`src/rtl/mycpu_io_port_pkg.sv`:
```
// Shared CPU I/O port types: bus FSM states, register addresses, STATUS bit layout.
// Declarations only; no timing or backpressure of its own.
package mycpu_io_port_pkg;

  typedef enum logic [1:0] {
    P_IDLE = 2'b00,
    P_WAIT = 2'b01,
    P_ACK  = 2'b10
  } io_state_t;

  localparam logic IO_ADDR_DATA   = 1'b0;
  localparam logic IO_ADDR_STATUS = 1'b1;

  localparam int ST_RX_NOT_EMPTY = 0;
  localparam int ST_TX_NOT_FULL  = 1;
  localparam int ST_COUNT_LSB    = 2;

  // Width of each count field; the bits above the two flags are split evenly.
  function automatic int status_half(input int n);
    return (n - ST_COUNT_LSB) / 2;
  endfunction

endpackage

```
`src/rtl/mycpu_fifo.sv`:
```
// Synchronous FIFO with a registered count. Head is combinational from storage.
// Push is ignored when full and pop when empty; a same-cycle pop does not make room for a push.
module mycpu_fifo #(
  parameter int N     = 8,
  parameter int DEPTH = 4
) (
  input  logic                     clk,
  input  logic                     rst,
  input  logic                     push,
  input  logic [N-1:0]             push_data,
  input  logic                     pop,
  output logic                     full,
  output logic                     empty,
  output logic [$clog2(DEPTH):0]   count,
  output logic [N-1:0]             head
);

  localparam int AW = $clog2(DEPTH);
  localparam int CW = AW + 1;

  logic [N-1:0]  mem_q [DEPTH];
  logic [N-1:0]  mem_d [DEPTH];
  logic [AW-1:0] wptr_q, wptr_d;
  logic [AW-1:0] rptr_q, rptr_d;
  logic [CW-1:0] count_q, count_d;
  logic          push_ok;
  logic          pop_ok;

  assign full  = (count_q == CW'(DEPTH));
  assign empty = (count_q == '0);
  assign count = count_q;
  assign head  = mem_q[rptr_q];

  assign push_ok = push && !full;
  assign pop_ok  = pop && !empty;

  // DEPTH is a power of two, so pointer increments wrap by truncation.
  always_comb begin
    mem_d   = mem_q;
    wptr_d  = wptr_q;
    rptr_d  = rptr_q;
    count_d = count_q + CW'(push_ok) - CW'(pop_ok);
    if (push_ok) begin
      mem_d[wptr_q] = push_data;
      wptr_d        = wptr_q + AW'(1);
    end
    if (pop_ok) begin
      rptr_d = rptr_q + AW'(1);
    end
  end

  always_ff @(posedge clk) begin
    mem_q <= mem_d;
  end

  always_ff @(posedge clk) begin
    if (rst) begin
      wptr_q  <= '0;
      rptr_q  <= '0;
      count_q <= '0;
    end else begin
      wptr_q  <= wptr_d;
      rptr_q  <= rptr_d;
      count_q <= count_d;
    end
  end

endmodule

```
`src/rtl/mycpu_io_port.sv`:
```
// Device-side responder for CPU IOR/IOW: RX FIFO drained by reads, TX FIFO filled by writes.
// io_ack one cycle after an accepted request; DATA accesses wait in P_WAIT on empty RX / full TX.
module mycpu_io_port
  import mycpu_io_port_pkg::*;
#(
  parameter int N     = 8,
  parameter int DEPTH = 4
) (
  input  logic         clk,
  input  logic         rst,
  input  logic         io_req,
  input  logic         io_we,
  input  logic         io_addr,
  input  logic [N-1:0] io_wdata,
  output logic [N-1:0] io_rdata,
  output logic         io_ack,
  input  logic         in_valid,
  input  logic [N-1:0] in_data,
  output logic         in_ready,
  output logic         out_valid,
  output logic [N-1:0] out_data,
  input  logic         out_ready
);

  localparam int CW   = $clog2(DEPTH) + 1;
  localparam int HALF = status_half(N);

  logic          rx_push, rx_pop, rx_full, rx_empty;
  logic [CW-1:0] rx_count;
  logic [N-1:0]  rx_head;
  logic          tx_push, tx_pop, tx_full, tx_empty;
  logic [CW-1:0] tx_count;

  io_state_t     state_q, state_d;
  logic          io_ack_q, io_ack_d;
  logic [N-1:0]  io_rdata_q, io_rdata_d;
  logic [N-1:0]  status;
  logic          is_data;
  logic          can_complete;

  assign in_ready  = !rx_full && !rst;
  assign rx_push   = in_valid && in_ready;
  assign out_valid = !tx_empty && !rst;
  assign tx_pop    = out_valid && out_ready;
  assign io_ack    = io_ack_q;
  assign io_rdata  = io_rdata_q;

  mycpu_fifo #(.N(N), .DEPTH(DEPTH)) u_rx_fifo (
    .clk       (clk),
    .rst       (rst),
    .push      (rx_push),
    .push_data (in_data),
    .pop       (rx_pop),
    .full      (rx_full),
    .empty     (rx_empty),
    .count     (rx_count),
    .head      (rx_head)
  );

  mycpu_fifo #(.N(N), .DEPTH(DEPTH)) u_tx_fifo (
    .clk       (clk),
    .rst       (rst),
    .push      (tx_push),
    .push_data (io_wdata),
    .pop       (tx_pop),
    .full      (tx_full),
    .empty     (tx_empty),
    .count     (tx_count),
    .head      (out_data)
  );

  function automatic logic [HALF-1:0] sat_count(input logic [CW-1:0] c);
    if (CW > HALF && (c >> HALF) != '0) begin
      return '1;
    end
    return HALF'(c);
  endfunction

  always_comb begin
    status                                = '0;
    status[ST_RX_NOT_EMPTY]               = !rx_empty;
    status[ST_TX_NOT_FULL]                = !tx_full;
    status[ST_COUNT_LSB +: HALF]          = sat_count(rx_count);
    status[ST_COUNT_LSB + HALF +: HALF]   = sat_count(tx_count);
  end

  // Access decisions use registered FIFO counts, so a word pushed this cycle
  // becomes readable only on the next one.
  always_comb begin
    is_data      = (io_addr == IO_ADDR_DATA);
    can_complete = !(is_data && !io_we && rx_empty) && !(is_data && io_we && tx_full);
    state_d      = state_q;
    io_ack_d     = 1'b0;
    io_rdata_d   = '0;
    rx_pop       = 1'b0;
    tx_push      = 1'b0;
    case (state_q)
      P_IDLE, P_WAIT: begin
        if (io_req) begin
          if (can_complete) begin
            state_d  = P_ACK;
            io_ack_d = 1'b1;
            rx_pop   = is_data && !io_we;
            tx_push  = is_data && io_we;
            if (!io_we) begin
              io_rdata_d = is_data ? rx_head : status;
            end
          end else begin
            state_d = P_WAIT;
          end
        end else begin
          state_d = P_IDLE;
        end
      end
      P_ACK:   state_d = P_IDLE;
      default: state_d = P_IDLE;
    endcase
  end

  always_ff @(posedge clk) begin
    if (rst) begin
      state_q    <= P_IDLE;
      io_ack_q   <= 1'b0;
      io_rdata_q <= '0;
    end else begin
      state_q    <= state_d;
      io_ack_q   <= io_ack_d;
      io_rdata_q <= io_rdata_d;
    end
  end

endmodule
```
`config.mk`:
```
export PLATFORM = sky130hd
export DESIGN_NAME = mycpu_io_port
export DESIGN_NICKNAME = d
export VERILOG_FILES = /design/src/rtl/mycpu_io_port_pkg.sv /design/src/rtl/mycpu_fifo.sv /design/src/rtl/mycpu_io_port.sv
export SDC_FILE = /design/constraint.sdc
export NUM_CORES = 1
export LEC_CHECK = 0
export ABC_CLOCK_PERIOD_IN_PS = 4190
export CAP_MARGIN = 10
export CELL_PAD_IN_SITES_DETAIL_PLACEMENT = 2
export CELL_PAD_IN_SITES_GLOBAL_PLACEMENT = 2
export CORE_MARGIN = 3
export CORE_UTILIZATION = 42
export CTS_BUF_LIST = sky130_fd_sc_hd__clkbuf_2
export DETAILED_ROUTE_END_ITERATION = 10
export HOLD_SLACK_MARGIN = 0.08
export PLACE_DENSITY = 0.93
export SLEW_MARGIN = 20
export SYNTH_ARGS = -nofsm -noshare
export SYNTH_HDL_FRONTEND = slang
export SYNTH_HIERARCHICAL = 1
export SYNTH_SLANG_ARGS = --single-unit
```
`constraint.sdc`:
```
create_clock -name clk -period 4.19 [get_ports clk]
set_clock_uncertainty 0.1 [all_clocks]
set_input_delay 1.0475 -clock clk [delete_from_list [all_inputs] [get_ports clk]]
set_output_delay 1.0475 -clock clk [all_outputs]
set_load 0.05 [all_outputs]
```
==> impl_metrics.toml <==
[power]
internal-power_mw = 1.161
seqPwrFrac_pct = 61.9
finalPower_mw = 1.569
ir_worst_vdd_v = 0.0001902
p_comb_share_pct = 11.0
power_switching_mw = 0.4081
clockPowerShare_pct = 27.1
p_leak_nw = 1.479
power.density_mw_per_mm2 = 368.0
p_sw_share_pct = 26.01

[worst_setup_path]
crit_arrival_ns = 2.73
path_class = "flip-flop to output pin"
worstPathMaxFanout = 10
endpoint_kind = "output pin"
start_kind = "flip-flop"
critPathRequiredTime_ns = 3.04

[cells_and_area]
drive_gt1_share_pct = 16.12
ff_latch_area_mm2 = 0.002382
fin_util_pct = 51.36
multi_input_comb_area_mm2 = 0.001139
nets = 305
n_fill_cell = 751
synthToLayoutAreaGrowth_pct = 17.32
stdcell_count = 378
insertedDiodeCount = 0

[synthesis]
ys_types = 32
synthArstFlopShare_pct = 0
syn-num-nets = 256
ys_ff_latch = 87
yosysWarnings = 6
syn_inst = 219
ys_seq_area_share_pct = 65.56
syn_avg_cell_area_um2 = 16.59
synth_flop_cell = "edfxtp_1"
synth_edf_count = 64
synth.cell_area_mm2 = 0.003633

[routing]
first_pass_iters = 4
num_vias = 1980
avgRoutedWirePerCell_um = 20.72
routed_wl_um = 7831
drtAntennaViolNets = 0
drt_iter0_drc = 61
post-route-drc-count = 0
via_per_inst = 5.238

[clock_network]
ctsHoldBuffers = 0
insertion_delay_ns = 0.54
numClockSinks = 87
root_buffer = "clkbuf_2"
cts_tree = "done"
numCtsBuffers = 9
htree_levels = 3
clockBufferDepth = 2
cts_resized = 0
cts_setup_buffers = 0
clk_pin_slew_ns = 0.24

[sta]
max_slew_margin_pct = 56.08
finalSetupViolCount = 0
worst_slew_pin_slew_ns = 0.6579
rsz0062_at_grt = "false"
drv_slew = 0
fin_crit_sh_pct = 92.52
hold_viol = 0
setup-tns-final_ns = 0
period_minus_slack_ns = 3.876
whs_ns = 0.4665
fmax_ghz = 0.2580

[grt]
grt_max_degree = 16
grt_pass1_wl_um = 12560
grt_use_total_pct = 17.29
grt_pass1_vias = 2327
antenna_found_initial = 0
grt-ovfl-total = 0

[place]
dp_hpwl_um = 6037
place_inst = 362
place.gp.congestion = 0.6990
io_buffers = 41

[die]
die_w_um = 99.01
io_pins = 42
dieArea_mm2 = 0.009803
coreArea_mm2 = 0.008299
dieHeight_um = 99.01
floorplan.initialDensity_pct = 43.78
num_rows = 33

[status]
status = "complete, no violations"

[worst_hold_path]
hold_class = "flip-flop to flip-flop"

[job]
cap_violations = 0
placed cells by master, fill, tap and decap left out, types with 5 or more instances in the layout:
| master | count |
|---|---|
| inv_1 | 16 |
| mux2i_1 | 8 |
| nor4_1 | 6 |
| a21oi_1 | 5 |
| dfxtp_1 | 23 |
| buf_4 | 6 |
| clkdlybuf4s50_1 | 39 |
| and2_1 | 10 |
| nor2_1 | 8 |
| ha_1 | 12 |
| nand2b_1 | 6 |
| clkbuf_2 | 9 |
| edfxtp_1 | 64 |
| mux4_2 | 12 |
power groups by stage:
stage          logic (mW)  clock network (mW)  registers, mW
6_report            0.173               0.426          0.971
5_1_grt             0.191               0.475          0.974
4_1_cts             0.177               0.439          0.972
3_5_place_dp        0.176                   0          0.990
3_3_place_gp        0.165                   0          0.986
2_1_floorplan      0.0987                   0          0.989
sequential cells by signal, indices dropped and copies added, names as in the netlist:
signal	cells
io_rdata	8
u_rx_fifo/count	3
u_tx_fifo/count	3
u_rx_fifo/rptr_q	2
state_q	1
u_tx_fifo/mem_q	32
u_tx_fifo/wptr_q	2
u_rx_fifo/mem_q	32
u_tx_fifo/rptr_q	2
u_rx_fifo/wptr_q	2
cell type report:
class                   instances  area share [%]
clock buffers                   9           1.057
clock inverters                 7           1.644
inverters                      16           1.409
multi-input cells             109           26.71
flip-flops and latches         87           55.88
well taps                     105           3.082
repair buffers                 45           10.21
cells in the mapped netlist (2+ instances only):
| cell type | n | area, um^2 |
|---|---|---|
| nor4_1 | 6 | 37.54 |
| buf_6 | 3 | 33.78 |
| and2_2 | 2 | 15.01 |
| nor3_1 | 3 | 15.01 |
| ha_1 | 12 | 150.1 |
| nor3b_2 | 2 | 25.02 |
| edfxtp_1 | 64 | 1922 |
| nand2_1 | 2 | 7.510 |
| fa_1 | 2 | 40.04 |
| o31ai_1 | 2 | 15.01 |
| nor2_1 | 8 | 30.03 |
| mux4_1 | 4 | 105.1 |
| nor2b_1 | 3 | 18.77 |
| a2111oi_4 | 2 | 55.05 |
| mux2i_1 | 8 | 80.08 |
| dfxtp_1 | 23 | 460.4 |
| or3_1 | 4 | 25.02 |
| o21ai_0 | 4 | 20.02 |
| xor2_1 | 4 | 35.03 |
| clkbuf_2 | 2 | 10.01 |
| and2_1 | 10 | 62.56 |
| nor2_2 | 2 | 12.51 |
| inv_1 | 16 | 60.06 |
| nor3_2 | 2 | 20.02 |
| or3b_1 | 2 | 17.52 |
| mux4_2 | 12 | 270.3 |
| a21oi_1 | 5 | 25.02 |
| nand2b_1 | 6 | 37.54 |
per-stage QoR:
stage,setup WS [ns],area [um^2]
2_1_floorplan,0.5032,3633
3_3_place_gp,0.3161,4148
3_5_place_dp,0.2190,4148
4_1_cts,0.2278,4263
5_1_grt,0.1449,4263
6_report,0.3136,4263
routing by layer:
layer	GRT usage [%]	up-vias	part of all wire (%)
met5	0	-	0
met3	3.751	12	3.5
li1	-	920	-
met1	18.70	1002	39
met4	6.513	0	1.8
met2	32.64	46	56
critical path, stage by stage (launching register included):
cell and delay (ns):
dfxtp_1 0.80, mux4_1 0.65, clkdlybuf4s50_1 0.73
path summary, 6_finish.rpt:
check	startpoint	slack, ns	to	depth (start not counted)
worst min register to register	u_tx_fifo/wptr_q[0]	0.47	u_tx_fifo/wptr_q[0]	2
worst max-delay path	u_tx_fifo/rptr_q[0]	0.31	out_data[6]	2
worst max register to register	u_rx_fifo/count[1]	1.17	u_rx_fifo/count[2]	14
worst min-delay path	u_tx_fifo/wptr_q[0]	0.47	u_tx_fifo/wptr_q[0]	2
cell families after synthesis:
logic type	count (synthesis)	share of synthesized area, %
DFF	87	65.56
buffers and inverters	23	3.099
AOI/OAI and AO/OA	13	3.168
and+or+nand+nor	53	9.125
muxes	25	12.84
adders and majority gates	14	5.234
xor gates and xnor gates	4	0.9641
Note: power is estimated with default switching activity, not from simulation.
